==> src/rtl/dec7seg_scan.sv <==
// Time-multiplexed scan controller for common-anode 7-segment digits sharing one decoder.
// Each slot has a blank phase before the anode turns on; words commit only at frame boundaries.
module dec7seg_scan #(
  parameter int N_DIGITS  = 4,
  parameter int DIV_CNT   = 50000,
  parameter int BLANK_CNT = 500
) (
  input  logic                    clk_i,
  input  logic                    rst_n_i,
  input  logic                    en_i,
  input  logic                    lzb_en_i,
  input  logic                    load_i,
  input  logic [4*N_DIGITS-1:0]   data_i,
  output logic [3:0]              bcd_o,
  output logic [N_DIGITS-1:0]     an_o,
  output logic                    frame_o,
  output logic                    pending_o
);

  localparam int CW = $clog2(DIV_CNT);
  localparam int IW = (N_DIGITS > 1) ? $clog2(N_DIGITS) : 1;
  localparam logic [CW-1:0] BLANK_LAST = CW'(BLANK_CNT - 1);
  localparam logic [CW-1:0] SLOT_LAST  = CW'(DIV_CNT - 1);
  localparam logic [IW-1:0] LAST_DIG   = IW'(N_DIGITS - 1);

  typedef enum logic {BLANK, SHOW} state_t;

  state_t                   state, state_nx;
  logic [CW-1:0]            cnt, cnt_nx;
  logic [IW-1:0]            idx, idx_nx;
  logic [N_DIGITS-1:0][3:0] active, active_nx, shadow;
  logic                     frame_end;
  logic [N_DIGITS:0]        zero_up;
  logic [N_DIGITS-1:0]      lead_zero;
  logic                     blanked;

  // zero_up[k]: digits N_DIGITS-1..k of the active word are all zero
  assign zero_up[N_DIGITS] = 1'b1;
  for (genvar k = 0; k < N_DIGITS; k++) begin : g_lz
    assign zero_up[k] = zero_up[k+1] & (active[k] == 4'h0);
  end
  assign lead_zero = zero_up[N_DIGITS-1:0];
  assign blanked   = lzb_en_i && (idx != '0) && lead_zero[idx];

  always_ff @(posedge clk_i or negedge rst_n_i) begin
    if (!rst_n_i) begin
      state     <= BLANK;
      cnt       <= '0;
      idx       <= '0;
      active    <= '0;
      shadow    <= '0;
      pending_o <= 1'b0;
      bcd_o     <= 4'h0;
    end else begin
      state  <= state_nx;
      cnt    <= cnt_nx;
      idx    <= idx_nx;
      active <= active_nx;
      if (load_i) shadow <= data_i;
      if (frame_end)   pending_o <= 1'b0;
      else if (load_i) pending_o <= 1'b1;
      // decoder input settles during the blank phase, ahead of the anode
      if (state_nx == BLANK) bcd_o <= active_nx[idx_nx];
    end
  end

  always_comb begin
    state_nx  = state;
    cnt_nx    = cnt;
    idx_nx    = idx;
    active_nx = active;
    frame_end = 1'b0;
    if (!en_i) begin
      state_nx = BLANK;
      cnt_nx   = '0;
    end else begin
      cnt_nx = cnt + 1'b1;
      case (state)
        BLANK: if (cnt == BLANK_LAST) state_nx = SHOW;
        SHOW: if (cnt == SLOT_LAST) begin
          state_nx  = BLANK;
          cnt_nx    = '0;
          idx_nx    = (idx == LAST_DIG) ? '0 : idx + 1'b1;
          frame_end = (idx == LAST_DIG);
        end
        default: state_nx = BLANK;
      endcase
    end
    // a load landing on the frame-end cycle goes straight to the active word
    if (frame_end) begin
      if (load_i)         active_nx = data_i;
      else if (pending_o) active_nx = shadow;
    end
  end

  assign frame_o = frame_end;

  always_comb begin
    an_o = '1;
    if (state == SHOW && !blanked) an_o[idx] = 1'b0;
  end

endmodule

==> config.mk <==
export PLATFORM = sky130hd
export DESIGN_NAME = dec7seg_scan
export DESIGN_NICKNAME = d
export VERILOG_FILES = /design/src/rtl/dec7seg_scan.sv
export SDC_FILE = /design/constraint.sdc
export NUM_CORES = 1
export LEC_CHECK = 0
export BUFFER_PORTS_ARGS = -buffer_cell sky130_fd_sc_hd__buf_4
export CORE_AREA = 5 5 97 99
export DETAILED_ROUTE_END_ITERATION = 8
export DIE_AREA = 0 0 102 104
export PLACE_DENSITY = 0.61
export SKIP_LAST_GASP = 1
export SYNTH_ARGS = -nofsm -noshare
export SYNTH_HDL_FRONTEND = slang
export SYNTH_SLANG_ARGS = --single-unit
==> constraint.sdc <==
create_clock -name clk_i -period 2.6 [get_ports clk_i]
set_input_delay 0.13 -clock clk_i [delete_from_list [all_inputs] [get_ports clk_i]]
set_output_delay 0.13 -clock clk_i [all_outputs]
set_load 0.01 [all_outputs]
## After elaboration in Yosys (flattened, before gate mapping)

Cells that the tools add are included.

| cells by class | value |
|---|---|
| reductions and logical operators | 11 |
| bitwise logic cells | 5 |
| add/sub/neg operators | 2 |
| $lt $le $gt $ge | 3 |
| equal/unequal tests | 3 |
| muxes and demuxes | 26 |

Operator list:

| operator | number |
|---|---|
| 2-to-1 mux 16 bit | 6 |
| adder 16 x 1 -> 16 bit, second input constant | 1 |
| equality test 16 bit, second input constant | 1 |
| equality test 16 x 9 -> 1 bit, second input constant | 1 |
| zero test 4 bit | 4 |
| 2-to-1 mux 1 bit | 10 |
| binary-select mux 4 bit (select 2 bit) | 1 |
| 2-to-1 mux 2 bit | 4 |
| 2-to-1 mux 4 bit | 2 |
| less-than comparator 2 x 3 -> 1 bit, second input constant | 2 |
| logical AND 1 bit | 4 |
| NOT 4 bit | 1 |
| nonzero test 2 bit | 2 |
| AND 1 bit | 3 |
| adder 2 x 1 -> 2 bit, second input constant | 1 |
| binary-select mux 1 bit (select 2 bit) | 1 |
| demux 1 bit (select 2 bit) | 1 |
| equality test 2 bit, second input constant | 1 |
| greater-or-equal comparator 2 x 1 -> 1 bit, second input constant | 1 |
| case mux 1 bit (2 select lines) | 1 |
| zero test 1 bit | 1 |
| NOT 1 bit | 1 |

| storage, ports and cells | value |
|---|---|
| output and inout bits | 10 |
| bits in registers | 56 |
| input bits | 21 |
| word-level logic and storage cells | 63 |

## Longest topological paths before layout

Gate-level depths: netlist (run 1).

| logic depth | value |
|---|---|
| depth in word-level cells | 10 |
| gate-level depth with buffers | 10 |

## Worst setup path before layout (run 1)

Ideal clock, no wire load.

| timing path | value |
|---|---|
| path kind | register to register |
| from | reg cnt[0] |
| to | reg bcd_o[2] |
| arrival time | 2275 ps |
| path buffers | 2 |
| library setup time | 126 ps |
| cell stages (with the launch flop) | 10 |
| data required time | 2474 ps |
| setup slack | 199 ps |
| cells stage by stage | dfrtp_1 ha_1 and3_1 buf_6 and4_1 clkbuf_2 and4_2 nor2_2 mux2_4 a221o_1 |

| between the ends | value |
|---|---|
| cells in the longest elaborated chain, start to end | 7 |
| elaborated cells between the ends (all ways) | 15 |

RTL lines:

| what | RTL line | RTL |
|---|---|---|
| start, declared | 29 | `logic [CW-1:0] cnt, cnt_nx;` |
| start signal, assigned | 56 | `cnt <= cnt_nx;` |
| equality test 16 bit | 80 | `SHOW: if (cnt == SLOT_LAST) begin` |
| 2-to-1 mux 1 bit | 80 |  |
| 2-to-1 mux 1 bit | 78 | `case (state)` |
| 2-to-1 mux 1 bit | 73 | `if (!en_i) begin` |
| 2-to-1 mux 16 bit | 90 | `if (frame_end) begin` |
| binary-select mux 4 bit (select 2 bit) | 63 | `if (state_nx == BLANK) bcd_o <= active_nx[idx_nx];` |
| 2-to-1 mux 4 bit (not written as such) | 63 |  |
| end signal, assigned | 63 |  |
| end, declared | 14 | `output logic [3:0] bcd_o,` |

Several ways; a longest one is shown, not always the timed one. The select of a mux whose other input is x is not followed.
A chain may end at the register's enable or synchronous reset.

==> impl_metrics.tcl, run 1 <==
set metrics [dict create \
    finalSetupViolCount 0 \
    yosysTopAreaCell "dfrtp_1" \
    ys_types 53 \
    first_pass_iters 4 \
    numCtsBuffers 5 \
    crit_start "cnt[0]$_DFF_PN0_" \
    crit_arrival_ps 2640 \
    synth_enable_flop_cells 0 \
    path_class "reg2reg" \
    die_height_microns 104 \
    p_per_area_mw_per_mm2 457 \
    io_buffers 30 \
    yosysTopAreaCellShare_pct 48.8 \
    busiest_layer "met1" \
    syn-num-nets 300 \
    synth_top_flop_cell "dfrtp_1" \
    final_cell_area_sq_mm 0.00333 \
    grt_pass1_wl_microns 11100 \
    end_kind "flop" \
    critPathLaunchType "flop" \
    core_area_sq_mm 0.00847 \
    synth_area_sq_mm 0.00287 \
    drt_wl_total_microns 6580 \
    setup_tns_ps 0 \
    path_max_fanout 7 \
    ant_nets 0 \
    timing.final.hold_violations 0 \
    syn_area_per_cell_sq_um 10.5 \
    via_count 2151 \
    final_max_slew_viol_count 0 \
    drive_gt1_share_pct 23.4 \
    layout_min_cycle_time_ps 2420 \
    globalRouteMet1Util_pct 19.1 \
    synthTopCellsByArea "dfrtp_1 49%, mux2_2 5.9%, nor2_1 3.8%" \
    cap_violations 0 \
    wire_per_inst_microns 15.8 \
    skew_ps 12.0 \
    clk-insertion-delay-late_ps 320 \
    nets 333 \
    clk_pin_slew_worst_paths_ps 110 \
    areaGrowthSynthToFinish_pct 15.9 \
    rsz0062_at_grt "false" \
    cts_tree "yes" \
    overflow 0 \
    gr-usage-met2_pct 18.9 \
    clockBufferDepth 2 \
    antenna_found_initial 0 \
    max-vdd-ir-drop_v 0.000271 \
    drtIter0Drc 147 \
    max_freq_mhz 413 \
    root_buffer "clkbuf_8" \
    n_fill_cell 818 \
    cts_sinks 56 \
    dieWidth_microns 102 \
    hold_start "data_i[6]" \
    grt_max_degree 57 \
    postPlaceCellArea_sq_mm 0.00321 \
    cts_setup_buffers 0 \
    outcome "complete, no violations" \
    dp_hpwl_microns 4940 \
    synthArstFlopShare_pct 100 \
    drc 0 \
    static-leakage-power_uw 0.00147 \
    htreeDepth 2 \
    grt_pass1_vias 2165 \
    seq_area_frac_synth_pct 48.8 \
    rows 34 \
    syn-instance-count 274 \
    required_ps 2820 \
    gp_congestion 0.898 \
    ys_ff_latch 56 \
    synth_warnings 0 \
    io_pins 31 \
    tightest_slew_ps 710 \
    r2r-start "cnt[0]$_DFF_PN0_" \
    viasPerCell 5.17 \
    dieArea_sq_mm 0.0106 \
    min-delay-path-class "in2reg" \
    ys_top_cells_by_count "56 x dfrtp_1, 29 x nor2_1, 19 x nand2_1, 15 x mux2_2, 14 x a21oi_1" \
    grt_use_met3_pct 2.82 \
    start_util_pct 33.9 \
    antenna_cells 0 \
    slew_headroom_pct 52.7 \
    synth_most_common_cell "dfrtp_1" \
    fin_crit_sh_pct 93.1 \
    grtUsageTotal_pct 13.1 \
]
power by group:
group	switching (uW)	internal, uW
Clock	300	196
Sequential	12.3	899
Combinational	59.2	55.2
Total	371	1150
cell type report:
class / count / area (sq um) / area share, %
Multi-Input combinational cell: 196 / 1370 / 41.2
Tap cell: 108 / 135 / 4.06
Clock buffer: 5 / 68.8 / 2.07
Sequential cell: 56 / 1400 / 42.1
Clock inverter: 3 / 26.3 / 0.789
Inverter: 10 / 37.5 / 1.13
Timing Repair Buffer: 38 / 288 / 8.65
worst max-delay path, cell delays in order (launching register included):
cell and delay (ps):
dfrtp_1 400, ha_1 230, and3_1 270, and4_2 350, nand3_2 200, a22o_1 300, mux2_4 270, a221o_1 300
flip-flops by register name, summed over array words and instances, names as in the netlist:
register and cells:
active 16, bcd_o 4, cnt 16, idx 2, pending_o 1, shadow 16, state 1
cell usage in the layout, fill, tap and decap left out, types with 9 or more instances in the layout:
| cell | count |
|---|---|
| a21oi_1 | 14 |
| buf_4 | 37 |
| dfrtp_1 | 56 |
| inv_1 | 10 |
| mux2_2 | 15 |
| nand2_1 | 19 |
| nand3_1 | 10 |
| nor2_1 | 29 |
| nor3_1 | 9 |
| xor2_1 | 9 |
per-stage QoR:
stage                     std cells  power (uW)  setup slack (ps)  utilization, %  hold slack, ps
final                           416        1520               180            39.3            41.9
after detailed placement        407        1040               167            38.0             228
after global routing            416        1590              10.8            39.3            29.1
after global placement          407        1040               253            38.0             231
after floorplan                 274         985               199               -            -166
after CTS                       416        1540               163            39.2            35.9
path summary, 6_finish.rpt:
path / end / slack [ps] / depth (start not counted)
setup / recovery: bcd_o[2]$_DFFE_PN0N_ / 180 / 7
hold / removal: shadow[6]$_DFFE_PN0P_ / 40 / 2
setup reg to reg: bcd_o[2]$_DFFE_PN0N_ / 180 / 7
hold reg to reg: cnt[0]$_DFF_PN0_ / 490 / 1
max in group asynchronous: active[12]$_DFF_PN0_ / 1740 / 2
min in group asynchronous: cnt[12]$_DFF_PN0_ / 380 / 2
cells by family (layout without fill, tap and decap cells):
kind of cell             count (synthesis)  after routing  share of synthesized area (%)
adder cells (fa/ha/maj)                  5              5                           2.18
buffers and inverters                   22             56                           3.79
multiplexers                            21             21                           8.14
flip-flops                              56             56                           48.8
XOR/XNOR                                13             13                           3.96
AO/OA/AOI/OAI                           55             55                           14.2
AND/OR/NAND/NOR                        102            102                           18.9
layer usage:
layer | share of wire, % | wire (microns)
met5 | 0 | 0
met4 | 1.8 | 120
met3 | 2.8 | 183
met2 | 45 | 2940
met1 | 51 | 3340
repair_timing:
item,CTS,global route
setup endpoints to repair,0,1
hold buffers,1,0
endpoints found under the hold margin,56,0
resized for setup,0,3
Power figures use the tool's default switching activity.
==> inputs of run 2 (changes only) <==
--- a/config.mk
+++ b/config.mk
@@ -9,7 +9,7 @@
 export CORE_AREA = 5 5 97 99
 export DETAILED_ROUTE_END_ITERATION = 8
 export DIE_AREA = 0 0 102 104
-export PLACE_DENSITY = 0.61
+export PLACE_DENSITY = 0.59
 export SKIP_LAST_GASP = 1
 export SYNTH_ARGS = -nofsm -noshare
 export SYNTH_HDL_FRONTEND = slang
==> constraint.sdc (replaced) <==
create_clock -name clk_i -period 2.3 [get_ports clk_i]
set_input_delay 0.115 -clock clk_i [delete_from_list [all_inputs] [get_ports clk_i]]
set_output_delay 0.115 -clock clk_i [all_outputs]
set_load 0.01 [all_outputs]
==> run 2 against run 1 <==
Fmax rose by 11%. Non-clock buffer count rose by 13. Die area did not move.
==> impl_metrics.tcl, run 2 (same netlist as run 1, synthesis figures left out) <==
set metrics [dict create \
    grtUsageTotal_pct 13.8 \
    multi_input_area_sq_mm 0.00140 \
    clockBufferDepth 2 \
    antenna_found_initial 0 \
    path_max_fanout 11 \
    io_pins 31 \
    dp_hpwl_microns 5220 \
    worstRegToRegCells 7 \
    start_util_pct 33.9 \
    finalSetupViolCount 0 \
    finalNonFillerCells 429 \
    io_buffers 30 \
    mostFrequentLayoutCells "56 x dfrtp_1, 50 x buf_4, 28 x nor2_1" \
    layout_min_cycle_time_ps 2190 \
    root_buffer "clkbuf_8" \
    max_freq_mhz 457 \
    final_cell_area_sq_mm 0.00348 \
    register_area_sq_mm 0.00140 \
    end_kind "flop" \
    tightest_slew_ps 728 \
    n_fill_cell 813 \
    max-vdd-ir-drop_v 0.000455 \
    cts_sinks 56 \
    min-delay-path-class "in2reg" \
    grt_pass1_wl_microns 11700 \
    cts_tree "yes" \
    drtIter0Drc 178 \
    hold_depth 2 \
    first_pass_iters 4 \
    gp_congestion 0.840 \
    setup_tns_ps 0 \
    die_height_microns 104 \
    areaGrowthSynthToFinish_pct 21.1 \
    cap_violations 0 \
    reg.largest.list "active: 16 flops, cnt: 16 flops, shadow: 16 flops" \
    via_count 2246 \
    hold_start "data_i[7]" \
    outcome "complete, no violations" \
    grt_pass1_vias 2228 \
    path_class "reg2reg" \
    numCtsBuffers 5 \
    overflow 0 \
    ant_nets 0 \
    skew_ps 16.6 \
    rsz0062_at_grt "false" \
    fin_crit_sh_pct 95.2 \
    postPlaceCellArea_sq_mm 0.00332 \
    final_common_cell "dfrtp_1" \
    drc 0 \
    crit_arrival_ps 2380 \
    required_ps 2490 \
    static-leakage-power_uw 0.00157 \
    reg2reg_to "bcd_o[1]$_DFFE_PN0N_" \
    clk-insertion-delay-late_ps 320 \
    grt_max_degree 57 \
    timing.final.hold_violations 0 \
    r2r-start "cnt[10]$_DFF_PN0_" \
    clk_pin_slew_worst_paths_ps 110 \
    slew_headroom_pct 51.5 \
    final_max_slew_viol_count 0 \
    p_total_uw 1860 \
    r2r_slack_ps 110 \
    hold_end "shadow[7]$_DFFE_PN0P_" \
    antenna_cells 0 \
    wire_per_inst_microns 16.7 \
    dieWidth_microns 102 \
    dieArea_sq_mm 0.0106 \
    rows 34 \
    viasPerCell 5.24 \
    drt_wl_total_microns 7180 \
    dp.cells 419 \
    nets 346 \
    critPathLaunchType "flop" \
    core_area_sq_mm 0.00847 \
    p_per_area_mw_per_mm2 536 \
    drive_gt1_share_pct 28.0 \
    htreeDepth 2 \
]
[run 2: changes by cell type in the layout (fill, tap and decap cells not counted), sizes merged]
cell / delta
clkinvlp: -2
buf: +13
bufinv: +1
inv: -1
clkbuf: +1
clkinv: +1
[run 2: worst max-delay path: stages (launching register included)]
cell	delay, ps
dfrtp_1	450
nor4_4	430
nand4_1	150
buf_4	210
nor4_1	380
o211ai_1	160
a21oi_1	190
a211oi_1	80
[run 2: power breakdown]
| group | switching (uW) | internal, uW |
|---|---|---|
| Combinational | 71.4 | 66.4 |
| Clock | 343 | 357 |
| Sequential | 10.8 | 1020 |
| Total | 425 | 1440 |
[run 2: worst max-delay path by stage]
stage | startpoint | endpoint | cells after the start
3_3_place_gp | cnt[1]$_DFF_PN0_ | bcd_o[2]$_DFFE_PN0N_ | 7
5_1_grt | cnt[10]$_DFF_PN0_ | bcd_o[1]$_DFFE_PN0N_ | 7
2_1_floorplan | cnt[0]$_DFF_PN0_ | bcd_o[2]$_DFFE_PN0N_ | 9
4_1_cts | cnt[1]$_DFF_PN0_ | bcd_o[2]$_DFFE_PN0N_ | 7
3_5_place_dp | cnt[1]$_DFF_PN0_ | bcd_o[2]$_DFFE_PN0N_ | 7
6_report | cnt[10]$_DFF_PN0_ | bcd_o[1]$_DFFE_PN0N_ | 7
[run 2: area by class of cell]
cell class / count / area share (%)
Clock buffer: 6 / 2.37
Clock inverter: 2 / 1.11
Inverter: 10 / 1.08
Multi-Input combinational cell: 196 / 40.2
Sequential cell: 56 / 40.3
Tap cell: 108 / 3.88
Timing Repair Buffer: 51 / 11.1
[run 2: what timing repair did]
item / CTS / global route
hold buffers: 1 / 0
pin swaps: 0 / 2
resized for setup: 1 / 8
buffers inserted: 0 / 1
setup endpoints to repair: 1 / 4
endpoints found under the hold margin: 56 / 0
[run 2: metal layers]
metal	GRT usage, %	vias up	wire (microns)
met5	0	-	0
met4	3.47	0	74
met3	2.41	6	219
met2	20.5	52	3280
met1	20.8	1103	3610
li1	-	1085	-
[run 2: metrics by stage]
stage	hold slack (ps)	util, %	worst slack, ps
6_report	37.0	41.1	111
5_1_grt	21.9	41.1	1.88
4_1_cts	27.1	40.8	29.9
3_5_place_dp	225	39.2	-72.5
3_3_place_gp	228	39.2	-52.7
2_1_floorplan	-181	-	39.4
==> inputs of run 3 (changes only) <==
--- a/config.mk
+++ b/config.mk
@@ -6,10 +6,10 @@
 export NUM_CORES = 1
 export LEC_CHECK = 0
 export BUFFER_PORTS_ARGS = -buffer_cell sky130_fd_sc_hd__buf_4
-export CORE_AREA = 5 5 97 99
+export CORE_AREA = 5 5 104 106
 export DETAILED_ROUTE_END_ITERATION = 8
-export DIE_AREA = 0 0 102 104
-export PLACE_DENSITY = 0.59
+export DIE_AREA = 0 0 109 111
+export PLACE_DENSITY = 0.54
 export SKIP_LAST_GASP = 1
 export SYNTH_ARGS = -nofsm -noshare
 export SYNTH_HDL_FRONTEND = slang
==> run 3 against run 2 <==
Sequential cell count unchanged. Register-to-register slack got worse by 30 ps. Clock skew about the same. Combinational power hardly changed. First-iteration DRC count down 53%. Critical path type unchanged. Highest routed layer unchanged.
==> impl_metrics.tcl, run 3 (same netlist as run 1, synthesis figures left out) <==
set metrics [dict create \
    antenna_found_initial 0 \
    drc 0 \
    overflow 0 \
    skew_ps 16.4 \
    p_per_area_mw_per_mm2 491 \
    via_count 2211 \
    first_pass_iters 4 \
    slowest_delay_ps 410 \
    core_area_sq_mm 0.00968 \
    layout_min_cycle_time_ps 2220 \
    min-delay-path-class "in2reg" \
    root_buffer "clkbuf_8" \
    die_height_microns 111 \
    max_freq_mhz 451 \
    p_int_uw 1330 \
    final_cell_area_sq_mm 0.00356 \
    slew_headroom_pct 51.3 \
    io_buffers 30 \
    nets 352 \
    start_util_pct 29.7 \
    reg.largest.list "active: 16 flops, cnt: 16 flops, shadow: 16 flops" \
    rsz0062_at_grt "true" \
    fin_crit_sh_pct 96.4 \
    clk-insertion-delay-late_ps 320 \
    gp_congestion 0.815 \
    critPathLaunchType "flop" \
    busiest_layer "met2" \
    worst-path-buf-inv 2 \
    required_ps 2520 \
    holdWs_ps 41.7 \
    grt_use_met3_pct 2.85 \
    outcome "complete, no violations" \
    finalNonFillerCells 460 \
    cap_violations 0 \
    drt_wl_total_microns 7070 \
    p_total_uw 1750 \
    clockBufferDepth 2 \
    finalSetupViolCount 0 \
    dieArea_sq_mm 0.0121 \
    cts_tree "yes" \
    grtUsageTotal_pct 12.5 \
    dieWidth_microns 109 \
    htreeDepth 2 \
    crit_family "compound AO/OA/AOI/OAI gates" \
    mostFrequentLayoutCells "56 x dfrtp_1, 56 x buf_4, 28 x nor2_1" \
    clkPwrFrac_pct 33.5 \
    path_class "reg2reg" \
    pwr-share-comb_pct 7.8 \
    static-leakage-power_uw 0.00159 \
    path_cells "buf_4 > ha_1 > and2_1 > nand4_1 > buf_4 > nor3_1 > o22a_4 > mux2_4 > a221o_1" \
    drive_gt1_share_pct 30.9 \
    crit_arrival_ps 2430 \
    grt_pass1_wl_microns 12000 \
    swShare_pct 24.0 \
    cpMostUsedCell "buf_4" \
    rows 36 \
    n_fill_cell 974 \
    max-vdd-ir-drop_v 0.000213 \
    end_kind "flop" \
    io_pins 31 \
    tightest_slew_ps 730 \
    final_max_slew_viol_count 0 \
    dp_hpwl_microns 5430 \
    antenna_cells 0 \
    power_switching_uw 420 \
    grt_pass1_vias 2316 \
    path_max_fanout 11 \
    seqPwrFrac_pct 58.8 \
    grt_max_degree 57 \
    drtIter0Drc 84 \
    dp.cells 448 \
    clk_pin_slew_worst_paths_ps 110 \
    gr-usage-met2_pct 18.6 \
    postPlaceCellArea_sq_mm 0.00338 \
    timing.final.hold_violations 0 \
    final_core_util_pct 36.8 \
    viasPerCell 4.81 \
    cts_sinks 56 \
    critical-path-slowest-cell "dfrtp_1" \
    areaGrowthSynthToFinish_pct 24.0 \
    globalRouteMet1Util_pct 17.9 \
    ant_nets 0 \
    numCtsBuffers 5 \
    wire_per_inst_microns 15.4 \
]
-- run 3: cell count changes in the layout (fill, tap and decap cells not counted), sizes merged --
cell    change
buf         +6
bufinv      -1
inv         +1
-- run 3: metrics by stage --
step / setup WS (ps) / setup TNS [ps]
5_1_grt: -33.3 / -36.4
3_3_place_gp: 72.6 / 0
3_5_place_dp: 0.528 / 0
2_1_floorplan: 39.4 / 0
4_1_cts: 4.67 / 0
6_report: 83.9 / 0
-- run 3: cell type report --
type	count	area [sq um]	share of cell area (%)
Timing Repair Buffer	57	430	12.1
Multi-Input combinational cell	196	1430	40.1
Sequential cell	56	1400	39.4
Clock inverter	2	13.8	0.387
Clock buffer	6	82.6	2.32
Inverter	10	37.5	1.05
Tap cell	133	166	4.67
-- run 3: repair_timing --
| item | in CTS | in global routing |
|---|---|---|
| resized for setup | 1 | 14 |
| endpoints found under the hold margin | 56 | 0 |
| hold buffers | 1 | 0 |
| setup buffers | 0 | 3 |
| pin swaps | 0 | 3 |
| endpoints found under the setup margin | 2 | 8 |
-- run 3: worst register-to-register path: stages, from the launching register on --
cell and delay [ps]:
dfrtp_1 410, buf_4 140, ha_1 210, and2_1 200, nand4_1 100, buf_4 200
nor3_1 80, o22a_4 230, mux2_4 250, a221o_1 290
-- run 3: routing by layer --
layer	wire (microns)	share of wire, %
met5	0	0
met4	87	1.2
met3	297	4.2
met2	3220	46
met1	3470	49
-- run 3: final timing paths --
path                       depth (start not counted)                      to  slack, ps              from
hold / removal                                     2  shadow[10]$_DFFE_PN0P_         40        data_i[10]
hold reg to reg                                    1        cnt[0]$_DFF_PN0_        490  cnt[0]$_DFF_PN0_
setup reg to reg                                   9    bcd_o[2]$_DFFE_PN0N_         80  idx[0]$_DFF_PN0_
setup / recovery                                   9    bcd_o[2]$_DFFE_PN0N_         80  idx[0]$_DFF_PN0_
min in group asynchronous                          2        cnt[5]$_DFF_PN0_        390           rst_n_i
max in group asynchronous                          2     active[1]$_DFF_PN0_       1420           rst_n_i
-- run 3: power by group through the flow --
stage	Sequential, uW	Clock (uW)	Combinational [uW]
after floorplan	1040	0	69.3
after global placement	1050	0	136
after detailed placement	1050	0	137
after CTS	1030	612	138
after global routing	1030	649	153
final	1030	585	136
